File: config.mk
export PLATFORM = sky130hd
export DESIGN_NAME = dr_mem_bank
export DESIGN_NICKNAME = d
export VERILOG_FILES = /design/src/rtl/dr_pkg.sv /design/src/rtl/dr_word_check.sv /design/src/rtl/dr_mem_bank.sv
export SDC_FILE = /design/constraint.sdc
export NUM_CORES = 1
export LEC_CHECK = 0
export ABC_AREA = 1
export CAP_MARGIN = 20
export CORE_ASPECT_RATIO = 1.4
export CORE_UTILIZATION = 30
export DETAILED_ROUTE_END_ITERATION = 7
export PLACE_DENSITY = 0.56
export SLEW_MARGIN = 10
export SYNTH_ARGS = -nofsm -noshare
export SYNTH_HDL_FRONTEND = slang
export SYNTH_SLANG_ARGS = --single-unit
File: constraint.sdc
create_clock -name clk -period 2.1 [get_ports clk]
set_clock_uncertainty 0.2 [all_clocks]
set_input_delay 0.21 -clock clk [delete_from_list [all_inputs] [get_ports clk]]
set_output_delay 0.21 -clock clk [all_outputs]
set_load 0.01 [all_outputs]
File: src/rtl/dr_pkg.sv
// Dual-rail codeword constants, FSM state types and per-bit rail helpers
// shared by the memory bank and later dual-rail stages.
package dr_pkg;

    localparam int RAIL_NUM = 2;

    localparam logic [RAIL_NUM-1:0] DR_ONE  = 2'b10;
    localparam logic [RAIL_NUM-1:0] DR_ZERO = 2'b01;
    localparam logic [RAIL_NUM-1:0] DR_NULL = 2'b00;
    localparam logic [RAIL_NUM-1:0] DR_ILL  = 2'b11;

    typedef enum logic {
        W_IDLE,
        W_ACK
    } wr_state_e;

    typedef enum logic [1:0] {
        R_IDLE,
        R_DATA,
        R_RTZ
    } rd_state_e;

    function automatic logic [RAIL_NUM-1:0] dr_encode(input logic b);
        return b ? DR_ONE : DR_ZERO;
    endfunction

    function automatic logic dr_decode(input logic [RAIL_NUM-1:0] r);
        return r == DR_ONE;
    endfunction

    function automatic logic dr_complete(input logic [RAIL_NUM-1:0] r);
        return (r == DR_ONE) || (r == DR_ZERO);
    endfunction

    function automatic logic dr_is_null(input logic [RAIL_NUM-1:0] r);
        return r == DR_NULL;
    endfunction

    function automatic logic dr_has_illegal(input logic [RAIL_NUM-1:0] r);
        return r == DR_ILL;
    endfunction

endpackage

File: src/rtl/dr_word_check.sv
// Combinational whole-word complete / spacer / illegal detection
// for a WIDTH-bit dual-rail word.
module dr_word_check
    import dr_pkg::*;
#(
    parameter int WIDTH = 8
) (
    input  logic [2*WIDTH-1:0] data,
    output logic               complete,
    output logic               is_null,
    output logic               illegal
);

    always_comb begin
        complete = 1'b1;
        is_null  = 1'b1;
        illegal  = 1'b0;
        for (int i = 0; i < WIDTH; i++) begin
            complete &= dr_complete(data[2*i +: 2]);
            is_null  &= dr_is_null(data[2*i +: 2]);
            illegal  |= dr_has_illegal(data[2*i +: 2]);
        end
    end

endmodule

File: src/rtl/dr_mem_bank.sv
// Dual-rail register-file bank with four-phase write and read links.
// Define DR_MEM_BANK_ERR_CNT_EN to add the saturating err_cnt output.
module dr_mem_bank
    import dr_pkg::*;
#(
    parameter int               WIDTH = 8,
    parameter int               DEPTH = 4,
    parameter logic [WIDTH-1:0] INIT  = '0,
    localparam int              AW    = $clog2(DEPTH)
) (
    input  logic               clk,
    input  logic               rst_n,
    input  logic [AW-1:0]      wr_addr,
    input  logic [2*WIDTH-1:0] wr_data,
    output logic               wr_ack,
    input  logic [AW-1:0]      rd_addr,
    input  logic               rd_req,
    output logic [2*WIDTH-1:0] rd_data,
    output logic               rd_ack,
    output logic               err
`ifdef DR_MEM_BANK_ERR_CNT_EN
    ,
    output logic [7:0]         err_cnt
`endif
);

    logic [WIDTH-1:0]   mem [DEPTH];
    wr_state_e          wr_st;
    rd_state_e          rd_st;
    logic               wr_complete;
    logic               wr_null;
    logic               wr_illegal;
    logic               wr_in_range;
    logic               rd_in_range;
    logic [WIDTH-1:0]   wr_bin;
    logic [WIDTH-1:0]   rd_bin;
    logic [2*WIDTH-1:0] rd_enc;

    dr_word_check #(
        .WIDTH(WIDTH)
    ) u_wr_check (
        .data    (wr_data),
        .complete(wr_complete),
        .is_null (wr_null),
        .illegal (wr_illegal)
    );

    assign wr_in_range = {1'b0, wr_addr} < (AW+1)'(DEPTH);
    assign rd_in_range = {1'b0, rd_addr} < (AW+1)'(DEPTH);

    // Storage is binary; rails are decoded on entry and re-encoded on exit.
    always_comb begin
        rd_bin = rd_in_range ? mem[rd_addr] : '0;
        for (int i = 0; i < WIDTH; i++) begin
            wr_bin[i]          = dr_decode(wr_data[2*i +: 2]);
            rd_enc[2*i +: 2]   = dr_encode(rd_bin[i]);
        end
    end

    always_ff @(posedge clk or negedge rst_n) begin
        if (!rst_n) begin
            wr_st  <= W_IDLE;
            wr_ack <= 1'b0;
            err    <= 1'b0;
            for (int i = 0; i < DEPTH; i++) begin
                mem[i] <= INIT;
            end
        end else begin
            if (wr_illegal) begin
                err <= 1'b1;
            end
            unique case (wr_st)
                W_IDLE: begin
                    if (wr_complete && !wr_illegal) begin
                        if (wr_in_range) begin
                            mem[wr_addr] <= wr_bin;
                        end
                        wr_st  <= W_ACK;
                        wr_ack <= 1'b1;
                    end
                end
                W_ACK: begin
                    if (wr_null) begin
                        wr_st  <= W_IDLE;
                        wr_ack <= 1'b0;
                    end
                end
            endcase
        end
    end

    // The word is captured at launch, so a same-edge write is not seen.
    always_ff @(posedge clk or negedge rst_n) begin
        if (!rst_n) begin
            rd_st   <= R_IDLE;
            rd_ack  <= 1'b0;
            rd_data <= '0;
        end else begin
            unique case (rd_st)
                R_IDLE: begin
                    if (rd_req) begin
                        rd_st   <= R_DATA;
                        rd_ack  <= 1'b1;
                        rd_data <= rd_enc;
                    end
                end
                R_DATA: begin
                    if (!rd_req) begin
                        rd_st   <= R_RTZ;
                        rd_ack  <= 1'b0;
                        rd_data <= '0;
                    end
                end
                R_RTZ: begin
                    rd_st <= R_IDLE;
                end
                default: begin
                    rd_st   <= R_IDLE;
                    rd_ack  <= 1'b0;
                    rd_data <= '0;
                end
            endcase
        end
    end

`ifdef DR_MEM_BANK_ERR_CNT_EN
    always_ff @(posedge clk or negedge rst_n) begin
        if (!rst_n) begin
            err_cnt <= '0;
        end else if (wr_illegal && err_cnt != 8'hFF) begin
            err_cnt <= err_cnt + 8'd1;
        end
    end
`endif

endmodule
==> run metrics <==
Lkg Pwr=approximately 2.0 nW; Storage cell area=between 1000 and 1500 µm²; fillers=about 1000; ANT cells=0; outcome=finished clean; core area=between 9000 and 10000 µm²; count of cell types in the netlist=23; Synth Flop Type=dfrtp_1; worst path cell trace=clkdlybuf4s50_1 -> inv_1 -> ha_1 -> nand2_1 -> nor2_2 -> nand2_2 -> nor2_8 -> nand3_4 -> nand2_1 -> nand2_1; post-synth net total=400; most common cell in the netlist=nand2_1; ratio of final minimum period to clock period=between 80% and 90%; Routed WL per cell=between 10 and 15 µm; Top cell by count, worst path=nand2_1; CP arrival=about 1.9 ns; die area=between 10000 and 15000 µm²; vias per inst=roughly 4.5; GP Congestion=0.783; Total Wirelength=approximately 6600 µm; Fin Setup TNS=0 ns; Routed Antenna Nets=0; Avg Cell Area, Syn=8.52 µm²; CP top delay family=simple AND/OR/NAND/NOR gates; sw frac=24.5%; initial antenna violation count=0; Slowest-stage cell, CP=clkdlybuf4s50_1; clk sinks=54; Worst Path Buf+Inv=2; most frequent cells after synthesis=nand2_1 (156), dfrtp_1 (54), nand4_1 (32); nets@finish=between 400 and 500; ratio of cells with drive above 1 in the final layout=a little over an eighth; fin. max-slew vios=0; Inst Count DP=about 540; fmax=between 0.5 and 0.6 GHz; largest net degree at the start of global routing=36; Worst Setup SP=wr_data[12]; first-pass GRT wire length=11300 µm; die height=about 120 µm; worst slack, placed=-0.0907 ns; dominant cell type by area after synthesis=dfrtp_1; Power Density=just over 600 nW/µm²; TritonCTS buffer count=5; number of cell rows=42; Yosys Warn Count=0; Residual DRC=0; final worst setup slack=~0.23 ns; aggregate global routing overflow=0; Syn Inst Count=around 350; Crit path largest cell delay=0.49 ns; CP required=approximately 2.1 ns; Crit Path Max Fanout=8; Worst Hold Margin=around 0.21 ns; final std cells w/o fill=553; Post-CTS Repair Setup Buffers=0; worst vdd ir=roughly 320 µV; R2R Path Start=wr_st; initial drt markers=134; Multi-input gate area=1420 µm²; post-layout min period=roughly 1.9 ns; Die X=between 80 and 90 µm; Port Buffer Count=41; H-Tree Depth=2; Vias=2495; Tot Pwr=~2.4 mW; Reg clk slew, reported paths=approximately 0.070 ns; Post-synth EDFFs=0; logic gate share of total power=between 10% and 20%; Slew HR=roughly 60%; Layout area overhead=29.7%; CTS root buffer=clkbuf_16; Worst-Skew Late Latency=between 0.2 and 0.3 ns; Boundary Pins=42; #FFs+latches synth=54; Synth Cell Area=around 3000 µm²; Clock power frac=37.6%; final hold violation count=0; CTS tree=yes; Critical Path Source Type=input pin; max-cap violation count=0; asr flop ratio synth=between 90% and 100%; cell-internal power=around 1.8 mW; Hold Crit Class=input pin to async pin; Clock Tree Buf Depth=2; RSZ-0062 raised after global routing=false; Final setup viols=0; first drt pass iteration count=4; Tot GR Track Use=~14%; Seq pwr share=~46%; worst slew pin tran=between 0.6 and 0.7 ns; initial core utilization=approximately 31%; vias in the first global route=2369; Synth area leaders=dfrtp_1 (45%), nand2_1 (19%), ha_1 (10%), nand4_1 (6.7%), nand3_1 (3.0%); NetSw=approximately 590 µW; critical path class=input pin to register; area share of the largest cell type after synthesis=between 40% and 50%; Seq/Total Area, Yosys=approximately 45%; Final HPWL DP=5060 µm; Critical Path Sink Type=register
[per-stage QoR]
step | area [µm²] | utilization, %
floorplan | 3010 | -
global placement | 3730 | 38.7
detailed placement | 3730 | 38.7
CTS | 3900 | 40.6
global route | 3900 | 40.6
finish | 3900 | 40.6
[cells in the final DEF, fill, tap and decap left out, drive strengths merged]
master           n
nor3             1
clkdlybuf4s50   40
o21ai            9
clkbuf           8
nor2            14
ha              24
inv             26
buf             31
dlygate4sd3      1
dfrtp           54
nand3           22
nand4           32
nand2          157
clkinv           1
nand3b           1
[cell type report]
class / instances / area share (%)
clock buffer: 8 / 4.26
inverter: 27 / 2.60
multi-input combinational: 260 / 36.3
sequential: 54 / 34.6
tap: 132 / 4.23
timing repair buffer: 72 / 18.0
[what timing repair did]
item                       CTS  global route
hold buffers                 1             0
resized for setup            0             0
setup endpoints to repair    0             0
hold endpoints to repair    19             0
[final timing paths]
path / to / slack (ns) / depth (start not counted)
worst max-delay path: mem[25] / 0.23 / 10
worst min-delay path: rd_data[6] / 0.21 / 2
worst max register to register: mem[25] / 0.60 / 5
worst min register to register: rd_st[1] / 0.26 / 1
max in group asynchronous: mem[21] / 0.96 / 3
min in group clk: rd_st[1] / 0.26 / 1
[power groups by stage]
| stage | registers (mW) | logic, mW | clock network, mW |
|---|---|---|---|
| CTS | 1.10 | 0.402 | 0.927 |
| floorplan | 1.14 | 0.172 | 0 |
| detailed placement | 1.12 | 0.400 | 0 |
| global placement | 1.12 | 0.394 | 0 |
| finish | 1.10 | 0.395 | 0.901 |
| global route | 1.10 | 0.441 | 0.963 |
[metal layers]
metal  track usage, %  up-vias  part of all wire [%]
li1                 -     1275                     -
met1             17.2     1154                    45
met2             24.7       58                    50
met3             2.12        8                   3.2
met4             5.63        0                   1.9
met5                0        -                     0
[state kept, by name, indices dropped and copies added, names as in the netlist]
register	cells
err	1
mem	32
rd_ack	1
rd_data	16
rd_st	2
wr_ack	1
wr_st	1
[logic make-up (layout without fill, tap and decap cells)]
logic type	count (synthesis)	after routing	share of synthesized area, %
simple gates	227	227	35.4
compound gates	9	9	1.62
fa+ha+maj	24	24	9.98
flops	54	54	44.9
buf+inv	39	107	8.03
Power figures use the tool's default switching activity.
